[config.mk]
export PLATFORM = sky130hd
export DESIGN_NAME = sha_nonce_scheduler
export DESIGN_NICKNAME = d
export VERILOG_FILES = /design/src/rtl/sha_nonce_scheduler_pkg.sv /design/src/rtl/sha_valid_tracker.sv /design/src/rtl/sha_nonce_scheduler.sv
export SDC_FILE = /design/constraint.sdc
export NUM_CORES = 1
export LEC_CHECK = 0
export ABC_AREA = 1
export CAP_MARGIN = 10
export CORE_AREA = 4 4 578 580
export CTS_CLUSTER_DIAMETER = 30
export DETAILED_ROUTE_END_ITERATION = 12
export DIE_AREA = 0 0 582 584
export PLACE_DENSITY = 0.36
export REMOVE_ABC_BUFFERS = 1
export SYNTH_ARGS = -nofsm -noshare
export SYNTH_HDL_FRONTEND = slang
export SYNTH_SLANG_ARGS = --single-unit
[constraint.sdc]
create_clock -name clk -period 5.3 [get_ports clk]
set_clock_uncertainty 0.2 [all_clocks]
set_input_delay 1.06 -clock clk [delete_from_list [all_inputs] [get_ports clk]]
set_output_delay 1.06 -clock clk [all_outputs]
set_load 0.05 [all_outputs]
[src/rtl/sha_nonce_scheduler_pkg.sv]
// Shared SHA-256 types, padding constants and block-building helper
// used by the nonce scheduler and its neighbours.
package sha_nonce_scheduler_pkg;

    typedef struct packed {
        logic [31:0] a;
        logic [31:0] b;
        logic [31:0] c;
        logic [31:0] d;
        logic [31:0] e;
        logic [31:0] f;
        logic [31:0] g;
        logic [31:0] h;
    } hash_state_t;

    localparam int ROUNDS      = 64;
    localparam int TAIL_WORDS  = 3;
    localparam int BLOCK_WORDS = 16;

    localparam logic [31:0] PAD_START = 32'h8000_0000;
    localparam logic [31:0] PAD_LEN   = 32'h0000_0280;

    typedef logic [BLOCK_WORDS-1:0][31:0] block_t;
    typedef logic [TAIL_WORDS-1:0][31:0]  tail_t;

    typedef enum logic [1:0] {
        ST_IDLE,
        ST_ISSUE,
        ST_DRAIN,
        ST_DONE
    } sched_state_t;

    // Second block of an 80-byte header: tail, nonce, then fixed padding.
    function automatic block_t build_block(
        input tail_t       tail,
        input logic [31:0] nonce
    );
        block_t w;
        w     = '0;
        w[0]  = tail[0];
        w[1]  = tail[1];
        w[2]  = tail[2];
        w[3]  = nonce;
        w[4]  = PAD_START;
        w[15] = PAD_LEN;
        return w;
    endfunction

endpackage

[src/rtl/sha_valid_tracker.sv]
// Validity shift register mirroring the in-flight contents of the
// round pipeline; the tail bit qualifies the pipeline result.
module sha_valid_tracker #(
    parameter int DEPTH = 64
) (
    input  logic clk,
    input  logic rst_n,
    input  logic flush,
    input  logic shift,
    output logic tail_valid,
    output logic drained
);

    logic [DEPTH-1:0] sr;

    always_ff @(posedge clk or negedge rst_n) begin
        if (!rst_n) begin
            sr <= '0;
        end else if (flush) begin
            sr <= '0;
        end else begin
            sr <= (sr << 1) | DEPTH'(shift);
        end
    end

    assign tail_valid = sr[DEPTH-1];

    // True when nothing except the result retiring this cycle remains.
    assign drained = ((sr << 1) == '0);

endmodule

[src/rtl/sha_nonce_scheduler.sv]
// Issues consecutive nonces into a 64-round SHA pipeline and retires
// results in order, stopping on the first leading-zero hit.
module sha_nonce_scheduler
    import sha_nonce_scheduler_pkg::*;
#(
    parameter int ROUND_PIPELINE_DEPTH = 1,
    parameter int ZERO_BITS            = 32
) (
    input  logic        clk,
    input  logic        rst_n,
    input  logic        start_i,
    input  logic        abort_i,
    input  hash_state_t midstate_i,
    input  tail_t       tail_i,
    input  logic [31:0] nonce_first_i,
    input  logic [31:0] nonce_last_i,
    output hash_state_t pipe_state_o,
    output block_t      pipe_W_o,
    output logic        pipe_valid_o,
    input  hash_state_t pipe_state_i,
    output logic        busy_o,
    output logic        found_o,
    output logic        exhausted_o,
    output logic [31:0] nonce_o
);

    localparam int LATENCY = ROUNDS * ROUND_PIPELINE_DEPTH;

    sched_state_t state;
    sched_state_t next;

    hash_state_t midstate;
    tail_t       tail;
    logic [31:0] nonce_last;
    logic [31:0] issue_cnt;
    logic [31:0] retire_cnt;

    logic out_valid;
    logic drained;
    logic hit;
    logic flush;
    logic accept;
    logic set_found;
    logic set_exh;
    logic clear_status;

    logic [ZERO_BITS-1:0] top_bits;
    logic                 unused_state;

    sha_valid_tracker #(
        .DEPTH(LATENCY)
    ) u_tracker (
        .clk       (clk),
        .rst_n     (rst_n),
        .flush     (flush),
        .shift     (pipe_valid_o),
        .tail_valid(out_valid),
        .drained   (drained)
    );

    assign top_bits     = pipe_state_i.a[31 -: ZERO_BITS];
    assign hit          = out_valid && (top_bits == '0);
    assign unused_state = ^pipe_state_i;

    assign pipe_state_o = midstate;
    assign pipe_W_o     = build_block(tail, issue_cnt);
    assign busy_o       = (state == ST_ISSUE) || (state == ST_DRAIN);

    always_comb begin
        next         = state;
        pipe_valid_o = 1'b0;
        flush        = 1'b0;
        accept       = 1'b0;
        set_found    = 1'b0;
        set_exh      = 1'b0;
        clear_status = 1'b0;
        unique case (state)
            ST_IDLE, ST_DONE: begin
                if (start_i) begin
                    accept = 1'b1;
                    next   = ST_ISSUE;
                end
            end
            ST_ISSUE: begin
                if (abort_i) begin
                    flush        = 1'b1;
                    clear_status = 1'b1;
                    next         = ST_IDLE;
                end else if (hit) begin
                    flush     = 1'b1;
                    set_found = 1'b1;
                    next      = ST_DONE;
                end else begin
                    pipe_valid_o = 1'b1;
                    if (issue_cnt == nonce_last) begin
                        next = ST_DRAIN;
                    end
                end
            end
            ST_DRAIN: begin
                // Abort beats a hit, and a hit on the final result beats exhaustion.
                if (abort_i) begin
                    flush        = 1'b1;
                    clear_status = 1'b1;
                    next         = ST_IDLE;
                end else if (hit) begin
                    flush     = 1'b1;
                    set_found = 1'b1;
                    next      = ST_DONE;
                end else if (drained) begin
                    set_exh = 1'b1;
                    next    = ST_DONE;
                end
            end
            default: begin
                next = ST_IDLE;
            end
        endcase
    end

    always_ff @(posedge clk or negedge rst_n) begin
        if (!rst_n) begin
            state       <= ST_IDLE;
            midstate    <= '0;
            tail        <= '0;
            nonce_last  <= '0;
            issue_cnt   <= '0;
            retire_cnt  <= '0;
            found_o     <= 1'b0;
            exhausted_o <= 1'b0;
            nonce_o     <= '0;
        end else begin
            state <= next;
            if (accept) begin
                midstate    <= midstate_i;
                tail        <= tail_i;
                nonce_last  <= nonce_last_i;
                issue_cnt   <= nonce_first_i;
                retire_cnt  <= nonce_first_i;
                found_o     <= 1'b0;
                exhausted_o <= 1'b0;
                nonce_o     <= '0;
            end else begin
                if (pipe_valid_o) begin
                    issue_cnt <= issue_cnt + 32'd1;
                end
                if (out_valid) begin
                    retire_cnt <= retire_cnt + 32'd1;
                end
                if (set_found) begin
                    found_o <= 1'b1;
                    nonce_o <= retire_cnt;
                end
                if (set_exh) begin
                    exhausted_o <= 1'b1;
                end
                if (clear_status) begin
                    found_o     <= 1'b0;
                    exhausted_o <= 1'b0;
                end
            end
        end
    end

endmodule
==> results of run 1 <==
==> sequential cells by signal, indices dropped and copies added (netlist names) <==
register,flops
nonce_last,32
found_o,1
pipe_W_o,96
issue_cnt,32
state,2
exhausted_o,1
retire_cnt,32
u_tracker.sr,64
pipe_state_o,256
nonce_o,32
==> critical path, stage by stage (launching register included) <==
cell     delay, ns
dfrtp_1       0.82
nand2_1       0.16
nor2_1        0.13
nand2_1       0.07
nor2_2        0.17
nand2_2       0.11
nand2_2       0.15
inv_1         0.24
buf_4         0.28
==> cell usage in the layout, fill, tap and decap left out, drive strengths merged, types with 30 or more instances in the layout <==
cell / count
a21oi: 38
a31oi: 30
clkinv: 35
clkdlybuf4s50: 866
nand3: 97
clkbuf: 315
nor2: 197
inv: 128
a21boi: 40
dfrtp: 548
nand2: 1449
o21ai: 64
conb: 384
==> through the flow <==
| stage | total power, W | utilization, % | setup slack (ns) | TNS [ns] | instance area (um2) |
|---|---|---|---|---|---|
| after floorplan | 0.0158 | - | -19.57 | -8372.94 | 24200 |
| after global placement | 0.0242 | 11.8 | 0.936 | 0 | 38800 |
| after detailed placement | 0.0242 | 11.8 | 1.01 | 0 | 38800 |
| after CTS | 0.0368 | 13.9 | 0.888 | 0 | 45700 |
| after global routing | 0.0380 | 13.9 | 0.839 | 0 | 45800 |
| final | 0.0357 | 13.9 | 1.11 | 0 | 45800 |
==> worst max path at each step <==
stage / startpoint / end / slack (ns) / cells past startpoint
after global placement: pipe_state_i[255] / pipe_valid_o / 0.94 / 10
after CTS: u_tracker.sr[63] / pipe_valid_o / 0.89 / 8
after detailed placement: pipe_state_i[255] / pipe_valid_o / 1.01 / 10
after global routing: u_tracker.sr[63] / pipe_valid_o / 0.84 / 8
final: u_tracker.sr[63] / pipe_valid_o / 1.11 / 8
after floorplan: start_i / retire_cnt[16] / -19.57 / 7
==> kinds of logic (layout without fill, tap and decap cells) <==
logic type | Yosys count | in the layout | synth area share [%]
AO/OA/AOI/OAI | 188 | 188 | 4.46
XOR/XNOR | 43 | 43 | 1.43
adder cells (fa/ha/maj) | 4 | 4 | 0.190
buffers and inverters | 642 | 1391 | 15.1
flip-flops | 548 | 548 | 52.1
other | 2 | 395 | 0.0285
AND/OR/NAND/NOR | 1798 | 1798 | 26.7
==> area by class of cell <==
class / instances / area, um2
antenna: 11 / 27.5
timing repair buffer: 896 / 9050
inverter: 123 / 469
multi-input combinational: 2417 / 10100
fill: 37400 / 283000
tap: 4366 / 5460
clock buffer: 315 / 6210
sequential: 548 / 13700
clock inverter: 57 / 771
==> report_power, final <==
group | switching [W] | internal (W) | leakage (nW)
clock network | 0.00346 | 0.00858 | 3.44
registers | 0.00140 | 0.00593 | 6.87
logic | 0.0121 | 0.00422 | 10.1
total | 0.0169 | 0.0187 | 20.5
==> layer usage <==
layer | part of all wire (%) | GRT usage [%]
met5 | 0.081 | 0
met4 | 3.0 | 2.79
met3 | 14 | 6.31
met2 | 50 | 18.9
met1 | 33 | 10.2
==> what timing repair did <==
| action | in CTS | in global routing |
|---|---|---|
| endpoints found under the setup margin | 0 | 0 |
| hold buffers | 1 | 0 |
| hold endpoints to repair | 27 | 0 |
| buffers inserted | 0 | 0 |
==> results_dict.tcl, run 1 <==
set metrics [dict create \
    num-nets-final 4871 \
    synthTopCellsByCount "nand2_1, dfrtp_1, buf_4" \
    antenna_left 0 \
    clk_pin_slew_ns 0.04 \
    die-height_um 584 \
    worstMarginPinSlew_ns 1.06 \
    cap_viol_max_count 0 \
    netlist.area_leader.share_pct 52.1 \
    setup_viol_count_final 0 \
    synth_area_leaders "dfrtp_1, nand2_1, buf_4" \
    drive_gt1_share_pct 8.95 \
    clock_path_buffers 4 \
    syn_inst 3225 \
    grt_start_max_net_pins 162 \
    synth_cell_type_count 37 \
    final_max_slew_viol_count 0 \
    area_growth_pct 74.0 \
    power_density_nw_per_um2 779 \
    synth_area_leader_cell "dfrtp_1" \
    ys_seq_area_share_pct 52.1 \
    drt_iter0_drc 1048 \
    worstReg2RegEnd "state[0]" \
    wl_per_cell_um 21.3 \
    hp-class "reg2reg" \
    hold_path.startpoint "pipe_W_o[21]" \
    ir_worst_vdd_mv 0.459 \
    cts.repair.resized 0 \
    cp-end-kind "primary output" \
    period_share_pct 79.0 \
    overflow 0 \
    hold_ws_ns 0.271 \
    critPathArrivalTime_ns 2.93 \
    max_freq_ghz 0.239 \
    grt_pass1_wl_mm 240 \
    numClockSinks 548 \
    ys_ff_latch 548 \
    yosysMostFrequentCell "nand2_1" \
    grt_pass1_vias 25700 \
    yosys_warnings 0 \
    critPathKind "reg2out" \
    min_period_ns 4.19 \
    rows 211 \
    dp.cells 8348 \
    port_buffers 871 \
    vias_per_cell 2.83 \
    start_kind "register" \
    gp_congestion 0.823 \
    final_hold_viol_count 0 \
    core_area_um2 329000 \
    status "finished, final reports clean" \
    dp_hpwl_mm 153 \
    p_leak_nw 20.5 \
    synth_area_per_cell_um2 8.16 \
    post-route-drc-count 0 \
    min_path_cells 2 \
    htreeDepth 4 \
    regToRegStartpoint "issue_cnt[26]" \
    holdPathEnd "pipe_W_o[21]" \
    instances_no_fill 8733 \
    tritoncts "yes" \
    required_ns 4.04 \
    slew_headroom_pct 29.1 \
    ios 1480 \
    syn-cell-area_um2 26300 \
    vias 24700 \
    start_util_pct 7.99 \
    antenna_found_initial 124 \
    grt.total_usage_pct 10.5 \
    grt_setup_unrepaired "no" \
    die_x_um 582 \
    r2r_cells 12 \
    dieArea_um2 340000 \
    cp_max_fo 13 \
    clock_latency_ns 0.85 \
    totalWireLength_mm 186 \
    synth-edff-count 0 \
    first_pass_iters 6 \
    cts_made_buffers 205 \
    cts_root_buffer "clkbuf_16" \
    synth_ff_type "dfrtp_1" \
    r2r_slack_ns 2.07 \
    synthArstFlopShare_pct 100 \
]
No activity file was read; power rests on OpenSTA's default activity.
==> inputs of run 2 (changes only) <==
--- a/config.mk
+++ b/config.mk
@@ -7,10 +7,10 @@
 export LEC_CHECK = 0
 export ABC_AREA = 1
 export CAP_MARGIN = 10
-export CORE_AREA = 4 4 578 580
+export CORE_AREA = 4 4 580 582
 export CTS_CLUSTER_DIAMETER = 30
 export DETAILED_ROUTE_END_ITERATION = 12
-export DIE_AREA = 0 0 582 584
+export DIE_AREA = 0 0 584 586
 export PLACE_DENSITY = 0.36
 export REMOVE_ABC_BUFFERS = 1
 export SYNTH_ARGS = -nofsm -noshare
==> constraint.sdc (replaced) <==
create_clock -name clk -period 3.6 [get_ports clk]
set_clock_uncertainty 0.2 [all_clocks]
set_input_delay 0.72 -clock clk [delete_from_list [all_inputs] [get_ports clk]]
set_output_delay 0.72 -clock clk [all_outputs]
set_load 0.05 [all_outputs]
==> results_dict.tcl, run 2 (same netlist as run 1, synthesis figures left out) <==
set metrics [dict create \
    tritoncts "yes" \
    ir_worst_vdd_mv 0.775 \
    grt_pass1_vias 25700 \
    slew_headroom_pct 33.3 \
    grt_setup_unrepaired "no" \
    vias 24800 \
    clock_latency_ns 0.85 \
    critPathTopFamily "buffers and inverters" \
    p_total_w 0.0527 \
    cts_made_buffers 197 \
    dieArea_um2 342000 \
    final.setup.tns_ns 0 \
    final_hold_viol_count 0 \
    grt.total_usage_pct 10.3 \
    core_area_um2 330000 \
    start_kind "register" \
    critPathArrivalTime_ns 2.41 \
    max_stage_delay_ns 0.97 \
    min_period_ns 3.33 \
    drive_gt1_share_pct 10.9 \
    postCtsSetupRepairBufs 0 \
    die-height_um 586 \
    max_freq_ghz 0.301 \
    power_density_nw_per_um2 1140 \
    cts_root_buffer "clkbuf_16" \
    mostFrequentLayoutCell "nand2_1" \
    final_max_slew_viol_count 0 \
    crit_slowest_cell "clkdlybuf4s50_1" \
    wl_per_cell_um 21.0 \
    antenna_left 0 \
    grt_pass1_wl_mm 237 \
    drt_iter0_drc 1171 \
    crit_chain "clkdlybuf4s50_1" \
    period_share_pct 92.4 \
    gp_congestion 0.815 \
    numClockSinks 548 \
    hold_ws_ns 0.210 \
    clock_path_buffers 4 \
    grt_start_max_net_pins 80 \
    htreeDepth 4 \
    totalWireLength_mm 185 \
    status "finished, final reports clean" \
    ios 1480 \
    instances_no_fill 8771 \
    dp_hpwl_mm 153 \
    area_growth_pct 75.1 \
    cp_max_fo 6 \
    required_ns 2.68 \
    cap_viol_max_count 0 \
    start_util_pct 7.97 \
    r2r_slack_ns 0.80 \
    antenna_found_initial 130 \
    first_pass_iters 5 \
    cp_num_buf_inv 1 \
    largest_reg_flops 256 \
    hp-class "in2reg" \
    post-route-drc-count 0 \
    postLayoutCoreUtil_pct 14.0 \
    overflow 0 \
    die_x_um 584 \
    setup_viol_count_final 0 \
    num-nets-final 4910 \
    p_leak_nw 20.8 \
    critPathKind "reg2out" \
    worstMarginPinSlew_ns 0.998 \
    port_buffers 871 \
    final_cell_mix "nand2_1, clkdlybuf4s50_1, dfrtp_1" \
    clk_pin_slew_ns 0.05 \
    cp-end-kind "primary output" \
    rows 211 \
    cts.repair.resized 0 \
    vias_per_cell 2.83 \
    dp.cells 8396 \
]
## run 2: changes by cell type in the layout (fill, tap and decap cells not counted), sizes merged
| cell | change |
|---|---|
| clkdlybuf4s50 | -39 |
| inv | -1 |
| clkbuf | -29 |
| bufinv | +8 |
| diode | +3 |
| clkinvlp | -1 |
| clkinv | +11 |
| buf | +86 |
## run 2: power by group
group | switching (W) | internal (W)
sequential | 0.00197 | 0.00874
combinational | 0.0178 | 0.00648
clock | 0.00502 | 0.0126
total | 0.0248 | 0.0279
## run 2: layer usage
| layer | track usage [%] | vias to the layer above | wire length [um] |
|---|---|---|---|
| met5 | 0 | - | 237 |
| met4 | 2.81 | 36 | 5690 |
| met3 | 6.71 | 416 | 27700 |
| met2 | 18.2 | 1330 | 90100 |
| met1 | 9.83 | 11700 | 60900 |
| li1 | - | 11300 | - |
## run 2: what timing repair did
item / CTS / global route
hold buffers: 1 / 0
endpoints found under the hold margin: 33 / 0
endpoints found under the setup margin: 0 / 0
## run 2: cell type report
type                            count  area, um2
Antenna cell                       14       35.0
Clock buffer                      286       5850
Clock inverter                     74       1060
Fill cell                       37700     284000
Inverter                          123        469
Multi-Input combinational cell   2417      10100
Sequential cell                   548      13700
Tap cell                         4366       5460
Timing Repair Buffer              943       9420
## run 2: worst paths after layout
path | to | depth (start not counted) | from
worst max-delay path | pipe_W_o[107] | 1 | issue_cnt[11]
worst min-delay path | pipe_W_o[29] | 3 | tail_i[29]
worst max register to register | issue_cnt[29] | 8 | issue_cnt[11]
worst min register to register | pipe_state_o[231] | 2 | pipe_state_o[231]
max in group asynchronous | pipe_W_o[41] | 3 | rst_n
min in group asynchronous | pipe_state_o[138] | 2 | rst_n
## run 2: per-stage QoR
| step | area [um2] | setup WS [ns] |
|---|---|---|
| 3_3_place_gp | 39100 | 0.352 |
| 3_5_place_dp | 39100 | 0.346 |
| 4_1_cts | 46100 | 0.0933 |
| 6_report | 46100 | 0.274 |
| 5_1_grt | 46100 | 0.149 |
| 2_1_floorplan | 24200 | -21.02 |
